[src/rtl/uart_pkg.sv]
// Purpose: shared UART types and defaults for the RX and TX sides.
// Latency: n/a (types, constants and a width helper only).
// Backpressure: n/a.
package uart_pkg;

   // Receiver FSM states.
   typedef enum logic [1:0] {
      IDLE  = 2'd0,
      START = 2'd1,
      DATA  = 2'd2,
      STOP  = 2'd3
   } rx_state_t;

   // Default frame geometry; instances normally override these.
   localparam int UART_DATA_W     = 32;
   localparam int UART_OVERSAMPLE = 16;

   // Counter width for a counter running 0..n-1. Never returns 0, so a
   // degenerate n still yields a legal vector.
   function automatic int cnt_w(input int n);
      return (n > 1) ? $clog2(n) : 1;
   endfunction

endpackage

[src/rtl/uart_rx_sipo_sync_2ff.sv]
// Purpose: two-flop synchronizer that brings an asynchronous input into the clock domain.
// Latency: 2 clk_i cycles from d_i to q_o.
// Backpressure: none; it samples every cycle.
//
// Ports:
//   clk_i  - destination clock
//   rst_ni - asynchronous active-low reset; both flops load RST_VAL
//   d_i    - asynchronous input
//   q_o    - synchronized output
module sync_2ff #(
   parameter int                WIDTH   = 1,
   parameter logic [WIDTH-1:0]  RST_VAL = '0
) (
   input  logic             clk_i,
   input  logic             rst_ni,
   input  logic [WIDTH-1:0] d_i,
   output logic [WIDTH-1:0] q_o
);

   logic [WIDTH-1:0] meta_q;
   logic [WIDTH-1:0] sync_q;

   always_ff @(posedge clk_i or negedge rst_ni) begin
      if (!rst_ni) begin
         meta_q <= RST_VAL;
         sync_q <= RST_VAL;
      end else begin
         meta_q <= d_i;
         sync_q <= meta_q;
      end
   end

   assign q_o = sync_q;

endmodule

[src/rtl/uart_rx_sipo.sv]
// Purpose: oversampling UART receiver; assembles DATA_W bits LSB-first and presents the word.
// Latency: start edge at pin to Data_Valid = 2 + OVERSAMPLE/2 + (DATA_W+1)*OVERSAMPLE cycles.
// Backpressure: Data_Valid holds until Data_Ack; an unacked word is overwritten and Overrun pulses.
//
// Ports:
//   Baud_Clk   - sole clock, OVERSAMPLE x bit rate
//   Reset      - asynchronous active-low reset
//   Serial_In  - asynchronous serial line (idle = IDLE_LEVEL)
//   Data_Ack   - consumer accepts Data_Out while Data_Valid is high
//   Data_Out   - last good received word
//   Data_Valid - word available, held until acked
//   Frame_Err  - 1-cycle pulse when the stop bit is not IDLE_LEVEL
//   Overrun    - 1-cycle pulse when a good word replaces an unacked one
//   Busy       - FSM is outside IDLE
module uart_rx_sipo
   import uart_pkg::*;
#(
   parameter int   DATA_W     = UART_DATA_W,
   parameter int   OVERSAMPLE = UART_OVERSAMPLE,
   parameter logic IDLE_LEVEL = 1'b0
) (
   input  logic              Baud_Clk,
   input  logic              Reset,
   input  logic              Serial_In,
   input  logic              Data_Ack,
   output logic [DATA_W-1:0] Data_Out,
   output logic              Data_Valid,
   output logic              Frame_Err,
   output logic              Overrun,
   output logic              Busy
);

   localparam int TICK_W = cnt_w(OVERSAMPLE);
   localparam int BIT_W  = cnt_w(DATA_W);

   localparam logic [TICK_W-1:0] TICK_MID = TICK_W'(OVERSAMPLE/2 - 1);
   localparam logic [TICK_W-1:0] TICK_END = TICK_W'(OVERSAMPLE - 1);
   localparam logic [BIT_W-1:0]  BIT_END  = BIT_W'(DATA_W - 1);
   localparam logic              START_LEVEL = ~IDLE_LEVEL;

   // ---------------------------------------------------------------------
   // Input synchronizer; every decision below uses rx_s only.
   // ---------------------------------------------------------------------
   logic rx_s;

   sync_2ff #(
      .WIDTH   (1),
      .RST_VAL (IDLE_LEVEL)
   ) u_sync (
      .clk_i  (Baud_Clk),
      .rst_ni (Reset),
      .d_i    (Serial_In),
      .q_o    (rx_s)
   );

   // ---------------------------------------------------------------------
   // State
   // ---------------------------------------------------------------------
   rx_state_t         state_q, state_d;
   logic [TICK_W-1:0] tick_q,  tick_d;
   logic [BIT_W-1:0]  bit_q,   bit_d;
   logic [DATA_W-1:0] shreg_q, shreg_d;
   logic [DATA_W-1:0] dout_q,  dout_d;
   logic              valid_q, valid_d;
   logic              ferr_q,  ferr_d;
   logic              ovr_q,   ovr_d;

   always_ff @(posedge Baud_Clk or negedge Reset) begin
      if (!Reset) begin
         state_q <= IDLE;
         tick_q  <= '0;
         bit_q   <= '0;
         shreg_q <= '0;
         dout_q  <= '0;
         valid_q <= 1'b0;
         ferr_q  <= 1'b0;
         ovr_q   <= 1'b0;
      end else begin
         state_q <= state_d;
         tick_q  <= tick_d;
         bit_q   <= bit_d;
         shreg_q <= shreg_d;
         dout_q  <= dout_d;
         valid_q <= valid_d;
         ferr_q  <= ferr_d;
         ovr_q   <= ovr_d;
      end
   end

   // ---------------------------------------------------------------------
   // Next state
   // ---------------------------------------------------------------------
   logic frame_good;

   always_comb begin
      state_d    = state_q;
      tick_d     = tick_q;
      bit_d      = bit_q;
      shreg_d    = shreg_q;
      dout_d     = dout_q;
      valid_d    = valid_q;
      ferr_d     = 1'b0;
      ovr_d      = 1'b0;
      frame_good = 1'b0;

      unique case (state_q)
         IDLE: begin
            tick_d = '0;
            if (rx_s == START_LEVEL) begin
               state_d = START;
            end
         end

         START: begin
            // Re-check half a bit in: a short pulse is a glitch, not a start bit.
            if (tick_q == TICK_MID) begin
               tick_d = '0;
               if (rx_s == START_LEVEL) begin
                  state_d = DATA;
                  bit_d   = '0;
               end else begin
                  state_d = IDLE;
               end
            end else begin
               tick_d = tick_q + TICK_W'(1);
            end
         end

         DATA: begin
            // Ticks now count from mid-bit, so TICK_END lands mid-bit again.
            if (tick_q == TICK_END) begin
               tick_d  = '0;
               // New bit enters at the MSB; after DATA_W shifts bit 0 sits at the LSB.
               shreg_d = DATA_W'({rx_s, shreg_q} >> 1);
               if (bit_q == BIT_END) begin
                  state_d = STOP;
               end else begin
                  bit_d = bit_q + BIT_W'(1);
               end
            end else begin
               tick_d = tick_q + TICK_W'(1);
            end
         end

         STOP: begin
            // Leave for IDLE at mid-stop so a back-to-back start bit is not missed.
            if (tick_q == TICK_END) begin
               tick_d  = '0;
               state_d = IDLE;
               if (rx_s == IDLE_LEVEL) begin
                  frame_good = 1'b1;
               end else begin
                  ferr_d = 1'b1;
               end
            end else begin
               tick_d = tick_q + TICK_W'(1);
            end
         end

         default: begin
            state_d = IDLE;
            tick_d  = '0;
         end
      endcase

      // Output word handshake. An ack landing on the same edge as a new
      // word consumes the old word, so the new one is not an overrun.
      if (frame_good) begin
         dout_d  = shreg_q;
         valid_d = 1'b1;
         if (valid_q && !Data_Ack) begin
            ovr_d = 1'b1;
         end
      end else if (valid_q && Data_Ack) begin
         valid_d = 1'b0;
      end
   end

   // ---------------------------------------------------------------------
   // Outputs
   // ---------------------------------------------------------------------
   assign Data_Out   = dout_q;
   assign Data_Valid = valid_q;
   assign Frame_Err  = ferr_q;
   assign Overrun    = ovr_q;
   assign Busy       = (state_q != IDLE);

endmodule

[config.mk]
export PLATFORM = sky130hd
export DESIGN_NAME = uart_rx_sipo
export DESIGN_NICKNAME = d
export VERILOG_FILES = /design/src/rtl/uart_pkg.sv /design/src/rtl/uart_rx_sipo_sync_2ff.sv /design/src/rtl/uart_rx_sipo.sv
export SDC_FILE = /design/constraint.sdc
export NUM_CORES = 1
export LEC_CHECK = 0
export ABC_AREA = 1
export ABC_CLOCK_PERIOD_IN_PS = 1800
export CORE_MARGIN = 2
export CORE_UTILIZATION = 40
export CTS_BUF_LIST = sky130_fd_sc_hd__clkbuf_2
export DETAILED_ROUTE_END_ITERATION = 12
export HOLD_SLACK_MARGIN = 0.15
export SYNTH_ARGS = -nofsm -noshare
export SYNTH_HDL_FRONTEND = slang
export SYNTH_SLANG_ARGS = --single-unit
export TNS_END_PERCENT = 10
[constraint.sdc]
create_clock -name Baud_Clk -period 1.8 [get_ports Baud_Clk]
set_clock_uncertainty 0.2 [all_clocks]
set_input_delay 0.36 -clock Baud_Clk [delete_from_list [all_inputs] [get_ports Baud_Clk]]
set_output_delay 0.36 -clock Baud_Clk [all_outputs]
set_load 0.05 [all_outputs]
==> summary.md <==
| Metric | Value |
|---|---|
| Clock buffer depth | `2` |
| Initial DRC count | `109` |
| Final worst setup slack | `-37.7 ps` |
| Synthesized area | `between 0.003 and 0.004 sq mm` |
| Total power | `between 2000 and 3000 uW` |
| I/O pins | `40` |
| Non-filler cells, final | `around 480` |
| Placed Instances | `460` |
| Die Span Y | `94.0 um` |
| Synth Warn # | `0` |
| Final worst path period need | `around 1800 ps` |
| Reg2reg end | `bit_q[0]$_DFFE_PN0P_` |
| Pre-CTS WS | `-6.12 ps` |
| Area Growth Syn to Fin | `29.0%` |
| RSZ-0062 raised after global routing | `true` |
| Fmax achieved | `0.544 GHz` |
| Final Hold Vio Count | `0` |
| Yosys cell types | `21` |
| Final Cycle Share | `102%` |
| Reg2reg setup slack | `-40 ps` |
| Hold Path Class | `flip-flop to flip-flop` |
| I/O Buffers | `39` |
| Crit Path Category | `flip-flop to flip-flop` |
| Hold Path Depth | `0` |
| Failing checks | `negative setup slack` |
| Clock sink count | `80` |
| Flops & latches, synth | `80` |
| Status | `complete, but fails checks` |
| Grt ovf | `0` |
| Slew Viols, Final | `0` |
| Final setup vio count | `3` |
| DRT Pass-1 Iters | `4` |
| CTS tree | `built` |
| Reg-to-Reg Start | `bit_q[0]$_DFFE_PN0P_` |
| Share of post-route cells with drive strength above 1 | `25.9%` |
| Pwr Density | `708 mW/mm^2` |
| Setup TNS Final | `-51.2 ps` |
| First-pass GRT wire length | `between 9 and 10 mm` |
| Register Area | `0.00200 sq mm` |
| WL/cell | `about 12 um` |
| Starting Density | `41.5%` |
| Crit path required time | `1970 ps` |
| Worst reg2reg path depth | `10` |
| Peak supply drop | `0.250 mV` |
| Via count | `2226` |
| Largest net degree at the start of global routing | `65` |
| CTS Buf Count | `9` |
| Largest cells by area after synthesis | `dfrtp_1 62%, nand2_1 8.9%, o21ai_0 5.6%` |
| Die area | `0.00884 sq mm` |
| Initial antenna violation count | `0` |
| Tot GR Track Use | `14.0%` |
| Area of the multi-input gates | `about 970 sq um` |
| Post-detail-place hpwl | `around 3.8 mm` |
| Clk root buf | `clkbuf_2` |
| Fill cell count | `712` |
| Startpoint Class | `flip-flop` |
| Latest clock arrival within the worst-skew pair | `500 ps` |
| Synth area leader | `dfrtp_1` |
| Worst-path clk slew | `between 150 and 200 ps` |
| Crit path from | `bit_q[0]$_DFFE_PN0P_` |
| Num rows | `32` |
| Leak Pwr | `0.00188 uW` |
| Avg Synthesized Cell Area | `10.0 sq um` |
| Register area share after synthesis | `61.8%` |
| Worst Hold Path EP | `u_sync.q_o$_DFF_PN0_` |
| H-tree depth | `3` |
| Core Box Area | `a little under 0.008 sq mm` |
| DRT Wirelength | `5.58 mm` |
| Hold_sp | `u_sync.meta_q$_DFF_PN0_` |
| Yosys top cell area share | `between 60 and 70%` |
| Final GP Congestion | `approximately 0.83` |
| Die width | `between 90 and 100 um` |
| Syn_nets | `331` |
| Least-Margin Pin Slew | `between 300 and 400 ps` |
| Vias/cell | `4.63` |
| Diode count | `0` |
| Layout net count | `383` |
| CP endpoint kind | `flip-flop` |
| Vias in the first global route | `around 2200` |
| Max-slew headroom | `between 70% and 80%` |
| DRC | `0` |
| Mapped Cells | `approximately 320` |
| Worst Path Max Fanout | `4` |
| Max cap viols | `0` |
| Antenna Nets Post-Route | `0` |
| Worst EP arrival | `approximately 2000 ps` |
## area by class of cell
| class | count | area share (%) |
|---|---|---|
| clock buffer | 9 | 1.08 |
| clock inverter | 5 | 0.628 |
| inverter | 44 | 3.95 |
| multi-input combinational | 187 | 23.2 |
| sequential | 80 | 47.9 |
| tap | 102 | 3.05 |
| timing repair buffer | 54 | 20.2 |
## cell families (layout without fill, tap and decap cells)
logic type	Yosys count	after routing	share of synthesized area [%]
xor+xnor	1	1	0.270
buf+inv	57	112	9.11
simple gates	109	109	14.7
fa+ha+maj	3	3	1.16
flops	80	80	61.8
compound gates	74	74	13.0
## stage by stage
stage                     hold slack, ps  utilization (%)  cell area (sq um)
final                                171             53.6               4180
after global routing                 159             53.6               4180
after CTS                            167             53.2               4150
after detailed placement             112             51.5               4020
after floorplan                     -136                -               3240
after global placement               112             51.5               4020
## worst max-delay path: stages (launching register included)
cell and delay [ps]:
dfrtp_1 490, ha_4 200, nand2_2 70, nor2_1 40, ha_1 180, nor2_1 110
nand2_1 100, nand2_2 120, inv_2 70, nand2_1 60, o21ai_0 90
## what timing repair did
| item | 4_1_cts | 5_1_grt |
|---|---|---|
| endpoints found under the hold margin | 81 | 0 |
| setup endpoints to repair | 2 | 13 |
| pin swaps | 1 | 2 |
| buffers inserted | 2 | 2 |
| hold buffers | 3 | 0 |
| resized for setup | 6 | 4 |
## cells in the mapped netlist, drive strengths merged
cell type  instances
nand2             88
dfrtp             80
o21ai             71
inv               44
buf               12
nor2              11
nand3              8
a21oi              3
ha                 3
clkbuf             1
nand4              1
nor3               1
xor2               1
## sequential cells by signal, summed over array words and instances, names as in the netlist, named ones only
name	cells
bit_q	5
shreg_q	32
state_q	1
u_sync.q_o	1
u_sync.meta_q	1
Frame_Err	1
tick_q	4
Data_Valid	1
Overrun	1
Data_Out	32
## worst max path at each step
stage                      endpoint  slack (ps)
3_5_place_dp   bit_q[0]$_DFFE_PN0P_          -6
4_1_cts                        Busy         -60
2_1_floorplan  bit_q[0]$_DFFE_PN0P_         180
6_report       bit_q[0]$_DFFE_PN0P_         -40
3_3_place_gp   bit_q[0]$_DFFE_PN0P_         130
5_1_grt                        Busy         -80
## power by group
| group | internal [uW] | total, uW | switching [uW] |
|---|---|---|---|
| Sequential | 1840 | 1870 | 32.6 |
| Clock | 157 | 730 | 573 |
| Combinational | 145 | 360 | 215 |
| Total | 2140 | 2960 | 821 |
## cells in the final DEF, fill, tap and decap left out
master           count
o21ai_0             35
clkinv_1             2
o21ai_2             14
inv_1               40
nand2_1             76
nand2_2             11
nor2_4               1
buf_4               15
ha_4                 1
clkinv_2             2
ha_2                 1
a21oi_1              3
dlygate4sd3_1        3
nand3_2              1
nand3_1              7
inv_2                4
nand2_4              1
xor2_1               1
ha_1                 1
buf_12              34
nor2_1              10
clkbuf_2             9
nor3_1               1
dfrtp_1             78
dfrtp_2              2
o21ai_1             22
clkdlybuf4s50_1      2
nand4_4              1
clkinv_4             1
## layer usage
| metal | GRT usage (%) | vias up | part of all wire [%] |
|---|---|---|---|
| li1 | - | 1124 | - |
| met1 | 18.5 | 1047 | 47 |
| met2 | 22.6 | 46 | 47 |
| met3 | 3.05 | 9 | 3.9 |
| met4 | 5.80 | 0 | 1.4 |
| met5 | 0 | - | 0 |
Note: power is estimated with default switching activity, not from simulation.
